--- src/rtl/reg_file_sweep_pkg.sv ---
// Shared types and defaults for the sweeping register file.
package reg_file_pkg;

  typedef enum logic {RF_INIT, RF_RUN} rf_state_t;

  localparam int DW_DEF = 8;
  localparam int PW_DEF = 4;

endpackage

--- src/rtl/reg_file_sweep_if.sv ---
// Decode/writeback-side bus of the sweeping register file.
interface reg_file_sweep_if #(
  parameter int DW = 8,
  parameter int PW = 4
);
  logic          clr_req;
  logic          wr_en;
  logic [PW-1:0] wr_addr;
  logic [DW-1:0] dat_in;
  logic [PW-1:0] rd_addrA;
  logic [PW-1:0] rd_addrB;
  logic [DW-1:0] datA_out;
  logic [DW-1:0] datB_out;
  logic          ready;
  logic          wr_lost;

  modport master (
    output clr_req, wr_en, wr_addr, dat_in, rd_addrA, rd_addrB,
    input  datA_out, datB_out, ready, wr_lost
  );

  modport slave (
    input  clr_req, wr_en, wr_addr, dat_in, rd_addrA, rd_addrB,
    output datA_out, datB_out, ready, wr_lost
  );
endinterface

--- src/rtl/reg_file_sweep_rf_init_seq.sv ---
// Init sequencer: sweeps every entry to the init value after reset or clear,
// then hands the file over to normal operation.
//   state   | meaning
//   RF_INIT | sweeping entry sp_q, user writes dropped, reads forced
//   RF_RUN  | sweep done, normal read/write
module rf_init_seq
  import reg_file_pkg::*;
#(
  parameter int PW = PW_DEF
) (
  input  logic          clk,
  input  logic          rst_n,
  input  logic          clr_req_i,
  input  logic          wr_en_i,
  output logic          sweep_we_o,
  output logic [PW-1:0] sweep_addr_o,
  output logic          ready_o,
  output logic          wr_lost_o
);

  rf_state_t     state_q;
  logic [PW-1:0] sp_q;
  logic          ready_q;
  logic          wr_lost_q;

  always_ff @(posedge clk) begin
    if (!rst_n) begin
      state_q   <= RF_INIT;
      sp_q      <= '0;
      ready_q   <= 1'b0;
      wr_lost_q <= 1'b0;
    end else begin
      // a write coinciding with a clear is dropped just like one during the sweep
      if (wr_en_i && (clr_req_i || state_q == RF_INIT)) wr_lost_q <= 1'b1;
      if (clr_req_i) begin
        state_q <= RF_INIT;
        sp_q    <= '0;
        ready_q <= 1'b0;
      end else if (state_q == RF_INIT) begin
        if (&sp_q) begin
          state_q <= RF_RUN;
          ready_q <= 1'b1;
        end else begin
          sp_q <= sp_q + PW'(1);
        end
      end
    end
  end

  assign sweep_we_o   = rst_n && (state_q == RF_INIT) && !clr_req_i;
  assign sweep_addr_o = sp_q;
  assign ready_o      = ready_q;
  assign wr_lost_o    = wr_lost_q;

endmodule

--- src/rtl/reg_file_sweep.sv ---
// Parametrised 2-read/1-write register file with init sweep and optional
// write-to-read bypass.
module reg_file_sweep
  import reg_file_pkg::*;
#(
  parameter int            DW       = DW_DEF,
  parameter int            PW       = PW_DEF,
  parameter logic [DW-1:0] INIT_VAL = '0,
  parameter bit            BYPASS   = 1'b1
) (
  input logic           clk,
  input logic           rst_n,
  reg_file_sweep_if.slave bus
);

  localparam int DEPTH = 2 ** PW;

  logic [DW-1:0] mem_q [DEPTH];
  logic          sweep_we;
  logic [PW-1:0] sweep_addr;
  logic          ready;
  logic          wr_lost;
  logic          user_we;
  logic [DW-1:0] dat_a;
  logic [DW-1:0] dat_b;

  rf_init_seq #(.PW(PW)) u_init_seq (
    .clk          (clk),
    .rst_n        (rst_n),
    .clr_req_i    (bus.clr_req),
    .wr_en_i      (bus.wr_en),
    .sweep_we_o   (sweep_we),
    .sweep_addr_o (sweep_addr),
    .ready_o      (ready),
    .wr_lost_o    (wr_lost)
  );

  assign user_we = rst_n && ready && bus.wr_en && !bus.clr_req;

  // storage is deliberately left out of reset; the sweep initialises it
  always_ff @(posedge clk) begin
    if (sweep_we)     mem_q[sweep_addr]  <= INIT_VAL;
    else if (user_we) mem_q[bus.wr_addr] <= bus.dat_in;
  end

  always_comb begin
    dat_a = mem_q[bus.rd_addrA];
    if (BYPASS && bus.wr_en && (bus.rd_addrA == bus.wr_addr)) dat_a = bus.dat_in;
    if (!ready) dat_a = INIT_VAL;
  end

  always_comb begin
    dat_b = mem_q[bus.rd_addrB];
    if (BYPASS && bus.wr_en && (bus.rd_addrB == bus.wr_addr)) dat_b = bus.dat_in;
    if (!ready) dat_b = INIT_VAL;
  end

  assign bus.datA_out = dat_a;
  assign bus.datB_out = dat_b;
  assign bus.ready    = ready;
  assign bus.wr_lost  = wr_lost;

endmodule

--- src/flat_wrapper.sv ---
// flat-port wrapper written by rule: the top's interface ports become plain ports
module reg_file_sweep_flat import reg_file_pkg::*;
#(
  parameter int            DW       = DW_DEF,
  parameter int            PW       = PW_DEF,
  parameter logic [DW-1:0] INIT_VAL = '0,
  parameter bit            BYPASS   = 1'b1
)
  (clk, rst_n, bus_clr_req, bus_wr_en, bus_wr_addr, bus_dat_in, bus_rd_addrA, bus_rd_addrB, bus_datA_out, bus_datB_out, bus_ready, bus_wr_lost);
  reg_file_sweep_if #(.DW(DW), .PW(PW)) bus_i ();
  input logic clk;
  input logic rst_n;
  input wire logic [$bits(bus_i.clr_req)-1:0] bus_clr_req;
  input wire logic [$bits(bus_i.wr_en)-1:0] bus_wr_en;
  input wire logic [$bits(bus_i.wr_addr)-1:0] bus_wr_addr;
  input wire logic [$bits(bus_i.dat_in)-1:0] bus_dat_in;
  input wire logic [$bits(bus_i.rd_addrA)-1:0] bus_rd_addrA;
  input wire logic [$bits(bus_i.rd_addrB)-1:0] bus_rd_addrB;
  output wire logic [$bits(bus_i.datA_out)-1:0] bus_datA_out;
  output wire logic [$bits(bus_i.datB_out)-1:0] bus_datB_out;
  output wire logic [$bits(bus_i.ready)-1:0] bus_ready;
  output wire logic [$bits(bus_i.wr_lost)-1:0] bus_wr_lost;
  assign bus_i.clr_req = bus_clr_req;
  assign bus_i.wr_en = bus_wr_en;
  assign bus_i.wr_addr = bus_wr_addr;
  assign bus_i.dat_in = bus_dat_in;
  assign bus_i.rd_addrA = bus_rd_addrA;
  assign bus_i.rd_addrB = bus_rd_addrB;
  assign bus_datA_out = bus_i.datA_out;
  assign bus_datB_out = bus_i.datB_out;
  assign bus_ready = bus_i.ready;
  assign bus_wr_lost = bus_i.wr_lost;
  reg_file_sweep #(.DW(DW), .PW(PW), .INIT_VAL(INIT_VAL), .BYPASS(BYPASS)) u_core (.clk(clk), .rst_n(rst_n), .bus(bus_i));
endmodule
--- config.mk ---
export PLATFORM = sky130hd
export DESIGN_NAME = reg_file_sweep_flat
export DESIGN_NICKNAME = d
export VERILOG_FILES = /design/src/rtl/reg_file_sweep_pkg.sv /design/src/rtl/reg_file_sweep_if.sv /design/src/rtl/reg_file_sweep_rf_init_seq.sv /design/src/rtl/reg_file_sweep.sv /design/src/flat_wrapper.sv
export SDC_FILE = /design/constraint.sdc
export NUM_CORES = 1
export LEC_CHECK = 0
export ABC_AREA = 1
export BUFFER_PORTS_ARGS = -buffer_cell sky130_fd_sc_hd__clkbuf_2
export CAP_MARGIN = 10
export CORE_MARGIN = 1
export CORE_UTILIZATION = 37
export DETAILED_ROUTE_END_ITERATION = 7
export GPL_ROUTABILITY_DRIVEN = 0
export PLACE_DENSITY = 0.55
export SETUP_SLACK_MARGIN = 0.2
export SYNTH_ARGS = -nofsm -noshare
export SYNTH_HDL_FRONTEND = slang
export SYNTH_SLANG_ARGS = --single-unit
--- constraint.sdc ---
create_clock -name clk -period 2.52 [get_ports clk]
set_input_delay 0.252 -clock clk [delete_from_list [all_inputs] [get_ports clk]]
set_output_delay 0.252 -clock clk [all_outputs]
set_load 0.03 [all_outputs]
==> run metrics, run 1 <==
min cycle time layout=2210 ps; diodes inserted=0; Reg clk slew, reported paths=about 60 ps; Die Span X=around 150 µm; fin nets=approximately 1100; Final Cycle Share=87.8%; CTS tree=yes; Final Hold Slack=~80 ps; Post-Route Setup TNS=0 ps; kind of critical path=reg -> out; Reg2Reg Launch Point=u_core.u_init_seq.ready_o; syn_nets=1015; Area Overhead vs Synth=17.0%; hold path start=rst_n; count of pins over their slew limit=0; Clock Path Buffers=2; H-tree Lvls=4; crit-path max FO=17; initial DRC count=947; input/output buffers=41; via count=6846; Fin. Hold Viols=0; DRT Wirelength=25000 µm; RSZ-0062 raised after global routing=false; Top-Level Pins=42; endpoint type of the worst setup path=output pin; actual slew at the worst max-slew pin=660 ps; post-synth cell types=32; total gr overflow=0; Syn Inst Count=just under 1000; final setup fails=0; Initial Util=between 30% and 40%; Die Ht=146 µm; 1st-pass router iterations=6; area of the mapped netlist=a little under 0.008 mm²; Synth top area share=approximately half; Total Die Area=approximately 0.021 mm²; pre-CTS setup slack=369 ps; Overall Power=5.66 mW; mean routed wirelength per cell=18.9 µm; status=finished clean; Power Dens Cells=628 mW/mm²; clock skew=8.89 ps; first-pass GRT wire length=~39000 µm; Max-Cap Viols=0; share of cells above drive strength 1=12.9%; Arrival @ worst endpoint=1960 ps; max frequency=452 MHz; Setup crit start kind=flop; Detailed Place HPWL=approximately 17000 µm; flops & latches, synth=roughly 140; pin count of the biggest net entering global routing=between 60 and 70; Seq/Total Area, Yosys=51.7%; core area=around 0.020 mm²; initial antenna violation count=0; area leader, netlist=edfxtp_1; Setup crit start=u_core.u_init_seq.ready_o; vias per cell=5.16; gr usage total=24.5%; clock buffer count from CTS=17; row count=52; max_slew headroom=56.0%; post-route ant nets=0; Hold Path Class=in -> reg; clock sinks=135; DR DRC count=0; syn_area_per_cell=~8 µm²; largest cells by area after synthesis=edfxtp_1 (50%), nand3_1 (16%), nand2_1 (14%); VDD IR max=405 µV; worst skew pair latency=around 430 ps; Root Buffer=clkbuf_16; YS warnings=0; required time of the critical path=2270 ps; setup ws final=slightly above 300 ps; leakage power=between 4 and 5 nW; Util after Layout=between 40% and 50%; vias in the first global route=6374
## placed cells by master, fill, tap and decap left out, types with 5 or more instances in the layout
cell type / netlist / final
nand3_1: 244 / 244
nand2_1: 287 / 287
inv_2: 5 / 5
clkbuf_2: 0 / 41
xor2_1: 6 / 6
dfxtp_1: 7 / 7
edfxtp_1: 128 / 128
nor2_1: 63 / 63
clkbuf_16: 0 / 17
buf_4: 3 / 41
clkinvlp_4: 0 / 5
inv_1: 168 / 167
## path summary, 6_finish.rpt
| path | depth (start not counted) | endpoint | slack [ps] |
|---|---|---|---|
| worst min register to register | 1 | u_core.u_init_seq.wr_lost_o | 480 |
| worst min-delay path | 2 | u_core.u_init_seq.wr_lost_o | 80 |
| worst max-delay path | 5 | bus_datA_out[3] | 310 |
| worst max register to register | 7 | u_core.mem_q[7][5] | 460 |
## layer usage
metal	track usage [%]	share of wire [%]
met3	4.84	8.2
met5	0	0
met2	35.7	44
met1	35.5	45
met4	10.1	3.0
## stage by stage
stage | instances | instance area (µm²)
floorplan | 990 | 7700
global placement | 1293 | 8370
detailed placement | 1293 | 8370
CTS | 1325 | 9000
global route | 1326 | 9010
finish | 1326 | 9010
## what timing repair did
action | CTS | global route
resized for setup | 0 | 1
setup endpoints to repair | 0 | 1
hold buffers | 0 | 0
buffers inserted | 0 | 1
## sequential cells by signal (all words and copies together) (netlist names)
signal,cells
u_core.mem_q,128
u_core.u_init_seq.sweep_addr_o,4
u_core.u_init_seq.ready_o,1
u_core.u_init_seq.wr_lost_o,1
u_core.u_init_seq.state_q,1
## synth_stat cells, drive strengths merged
cell type,number
nand2,293
nand3,247
inv,173
edfxtp,128
nor2,64
buf,33
clkbuf,19
dfxtp,7
o21ai,6
xor2,6
a21oi,3
clkinv,2
nor3,2
a211oi,1
a21boi,1
a31oi,1
ha,1
nand4,1
o21a,1
o22ai,1
## critical path, cell delays in order, from the launching register on
cell and delay [ps]:
dfxtp_1 370, clkinv_1 380, nor2_1 330, nand2_1 170, inv_1 80, clkbuf_2 190
## area by class of cell
class                   instances  area [µm²]
clock buffers                  17         425
clock inverters                15         201
fillers                      2051       11300
inverters                     175         662
multi-input cells             628        2810
flip-flops and latches        135        3980
well taps                     270         338
repair buffers                 86         593
## power breakdown
| part | internal (mW) | switching (mW) | leakage, nW |
|---|---|---|---|
| clock network | 1.66 | 1.03 | 0.295 |
| logic | 0.168 | 0.367 | 2.55 |
| registers | 2.43 | 0.00513 | 1.51 |
## kinds of logic after synthesis
kind of cell	Yosys count	share of synthesized area, %
simple gates	607	34.3
buf+inv	227	11.8
flops	135	51.7
compound gates	14	1.24
xor+xnor	6	0.682
fa+ha+maj	1	0.162
Note: power is estimated with default switching activity, not from simulation.
==> inputs of run 2 (changes only) <==
- MAX_ROUTING_LAYER: default -> met4
==> run metrics, run 2 (same netlist as run 1, synthesis figures left out) <==
status=finished clean; Root Buffer=clkbuf_16; CP max stage delay=380 ps (about the same); Worst Hold Path Cells=2 (unchanged); kind of critical path=reg -> out; R2R Setup Slk=450 ps (about the same); clock buffer count from CTS=17 (unchanged); via count=6866 (+0.29%); Clock Path Buffers=2 (unchanged); DRT Wirelength=25100 µm (+0.42%); initial antenna violation count=0 (unchanged); CP bufs+invs=3 (unchanged); Total Die Area=0.0214 mm² (unchanged); first-pass GRT wire length=38700 µm (about the same); worst skew pair latency=430 ps (about the same); Power Dens Cells=627 mW/mm² (-0.19%); hold path start=rst_n; Seq. cell area=0.00398 mm² (unchanged); final setup fails=0 (unchanged); Detailed Place HPWL=16800 µm (unchanged); diodes inserted=0 (unchanged); Final Hold Slack=74.0 ps (-4.18 ps); number of flip-flops in the largest register=128 (unchanged); Setup crit start kind=flop; min cycle time layout=2200 ps (-15.2 ps); share of cells above drive strength 1=13.0% (+0.082 points); uppermost layer routed=met4; pin count of the biggest net entering global routing=65 (unchanged); row count=52 (unchanged); vias per cell=5.17 (+0.22%); core area=0.0203 mm² (unchanged); actual slew at the worst max-slew pin=685 ps (+25.4 ps); endpoint type of the worst setup path=output pin; count of pins over their slew limit=0 (unchanged); Fin. Hold Viols=0 (unchanged); Area Overhead vs Synth=17.1% (about the same); H-tree Lvls=4 (unchanged); Reg-to-Reg End=u_core.mem_q[7][4]; Non-Filler Instances=1327 (+0.075%); Post-CTS Hold Buffers=0 (unchanged); Reg2Reg Launch Point=u_core.u_init_seq.ready_o; fin nets=1069 (+0.094%); input/output buffers=41 (unchanged); leakage power=4.36 nW (+0.11%); Post-Route Setup TNS=0 ps (unchanged); Hold Path Class=in -> reg; required time of the critical path=2270 ps (about the same); gr usage total=25.2% (+0.69 points); worst-case reg-to-reg path depth=7 (unchanged); fillers=2050 (-0.049%); met3 wire length=2480 µm (+21%); routed length on met2=10900 µm (-0.13%); clock sinks=135 (unchanged); Arrival @ worst endpoint=1950 ps (about the same); Die Span X=146 µm (unchanged); crit-path max FO=17 (unchanged); met1 wire length=10900 µm (-3.2%); Hold Path Sink=u_core.u_init_seq.wr_lost_o; DR DRC count=0 (unchanged); post-route ant nets=0 (unchanged); Placed Cells=1293 (unchanged); CP top delay family=buffers and inverters; vias in the first global route=6366 (-0.13%); Top-Level Pins=42 (unchanged); commonest non-fill, non-tap cell in the layout=nand2_1; Multi-input gate area=0.00281 mm² (unchanged); max frequency=455 MHz (+0.69%); most frequent cells in the layout=nand2_1 (287), nand3_1 (244), inv_1 (167), edfxtp_1 (128), nor2_1 (63); clock skew=11.0 ps (+2.11 ps); max_slew headroom=54.3% (-1.7 points); Max-Cap Viols=0 (unchanged); Die Ht=146 µm (unchanged); Final Cycle Share=87.2% (-0.60 points); total gr overflow=0 (unchanged); CP max-delay cell=clkinv_1; Initial Util=37.9% (unchanged); initial DRC count=1018 (+7.5%); 1st-pass router iterations=7 (+1); Cell Chain, Critical Path=clkinv_1, nor2_1, nand2_1, inv_1, clkbuf_2; most flop-heavy register=u_core.mem_q; mean routed wirelength per cell=18.9 µm (+0.35%); CTS tree=yes; Overall Power=5.65 mW (-0.11%); Reg clk slew, reported paths=60 ps (about the same); VDD IR max=409 µV (+0.90%); RSZ-0062 raised after global routing=false
## run 2: cell count changes in the layout (fill, tap and decap cells not counted), sizes merged
cell | before | now
buf | 45 | 46
## run 2: through the flow
step                utilization [%]  instance area [µm²]  worst slack [ps]
CTS                            44.3                 9000               364
detailed placement             41.2                 8370               369
global placement               41.2                 8370               364
finish                         44.4                 9020               323
floorplan                         -                 7700               498
global route                   44.4                 9020               212
## run 2: area by class of cell
class / instances / area share (%)
sequential: 135 / 44.2
multi-input combinational: 628 / 31.1
inverter: 175 / 7.34
timing repair buffer: 87 / 6.66
clock buffer: 17 / 4.72
tap: 270 / 3.75
clock inverter: 15 / 2.23
## run 2: report_power, final
group          switching, mW  leakage (nW)  total (mW)  internal (mW)
combinational          0.367          2.56       0.536          0.169
clock                   1.02         0.295        2.68           1.66
sequential           0.00514          1.51        2.43           2.43
## run 2: how the worst max path moves through the flow
stage / start / end / slack, ps / cells past startpoint
finish: u_core.u_init_seq.ready_o / bus_datA_out[3] / 320 / 5
global route: u_core.u_init_seq.ready_o / bus_datA_out[3] / 210 / 5
CTS: bus_rd_addrB[3] / bus_datB_out[5] / 360 / 8
detailed placement: bus_rd_addrB[3] / bus_datB_out[5] / 370 / 8
global placement: bus_rd_addrB[3] / bus_datB_out[2] / 360 / 8
floorplan: u_core.u_init_seq.ready_o / u_core.mem_q[13][0] / 500 / 9
## run 2: timing repair
item | CTS | global route
setup buffers | 0 | 2
endpoints found under the setup margin | 0 | 1
gates resized for setup | 0 | 1
## run 2: layer usage
| layer | up-vias | track usage (%) |
|---|---|---|
| met5 | - | - |
| met3 | 57 | 4.53 |
| met2 | 379 | 35.8 |
| met1 | 3163 | 35.4 |
| met4 | 0 | 10.2 |
| li1 | 3267 | - |
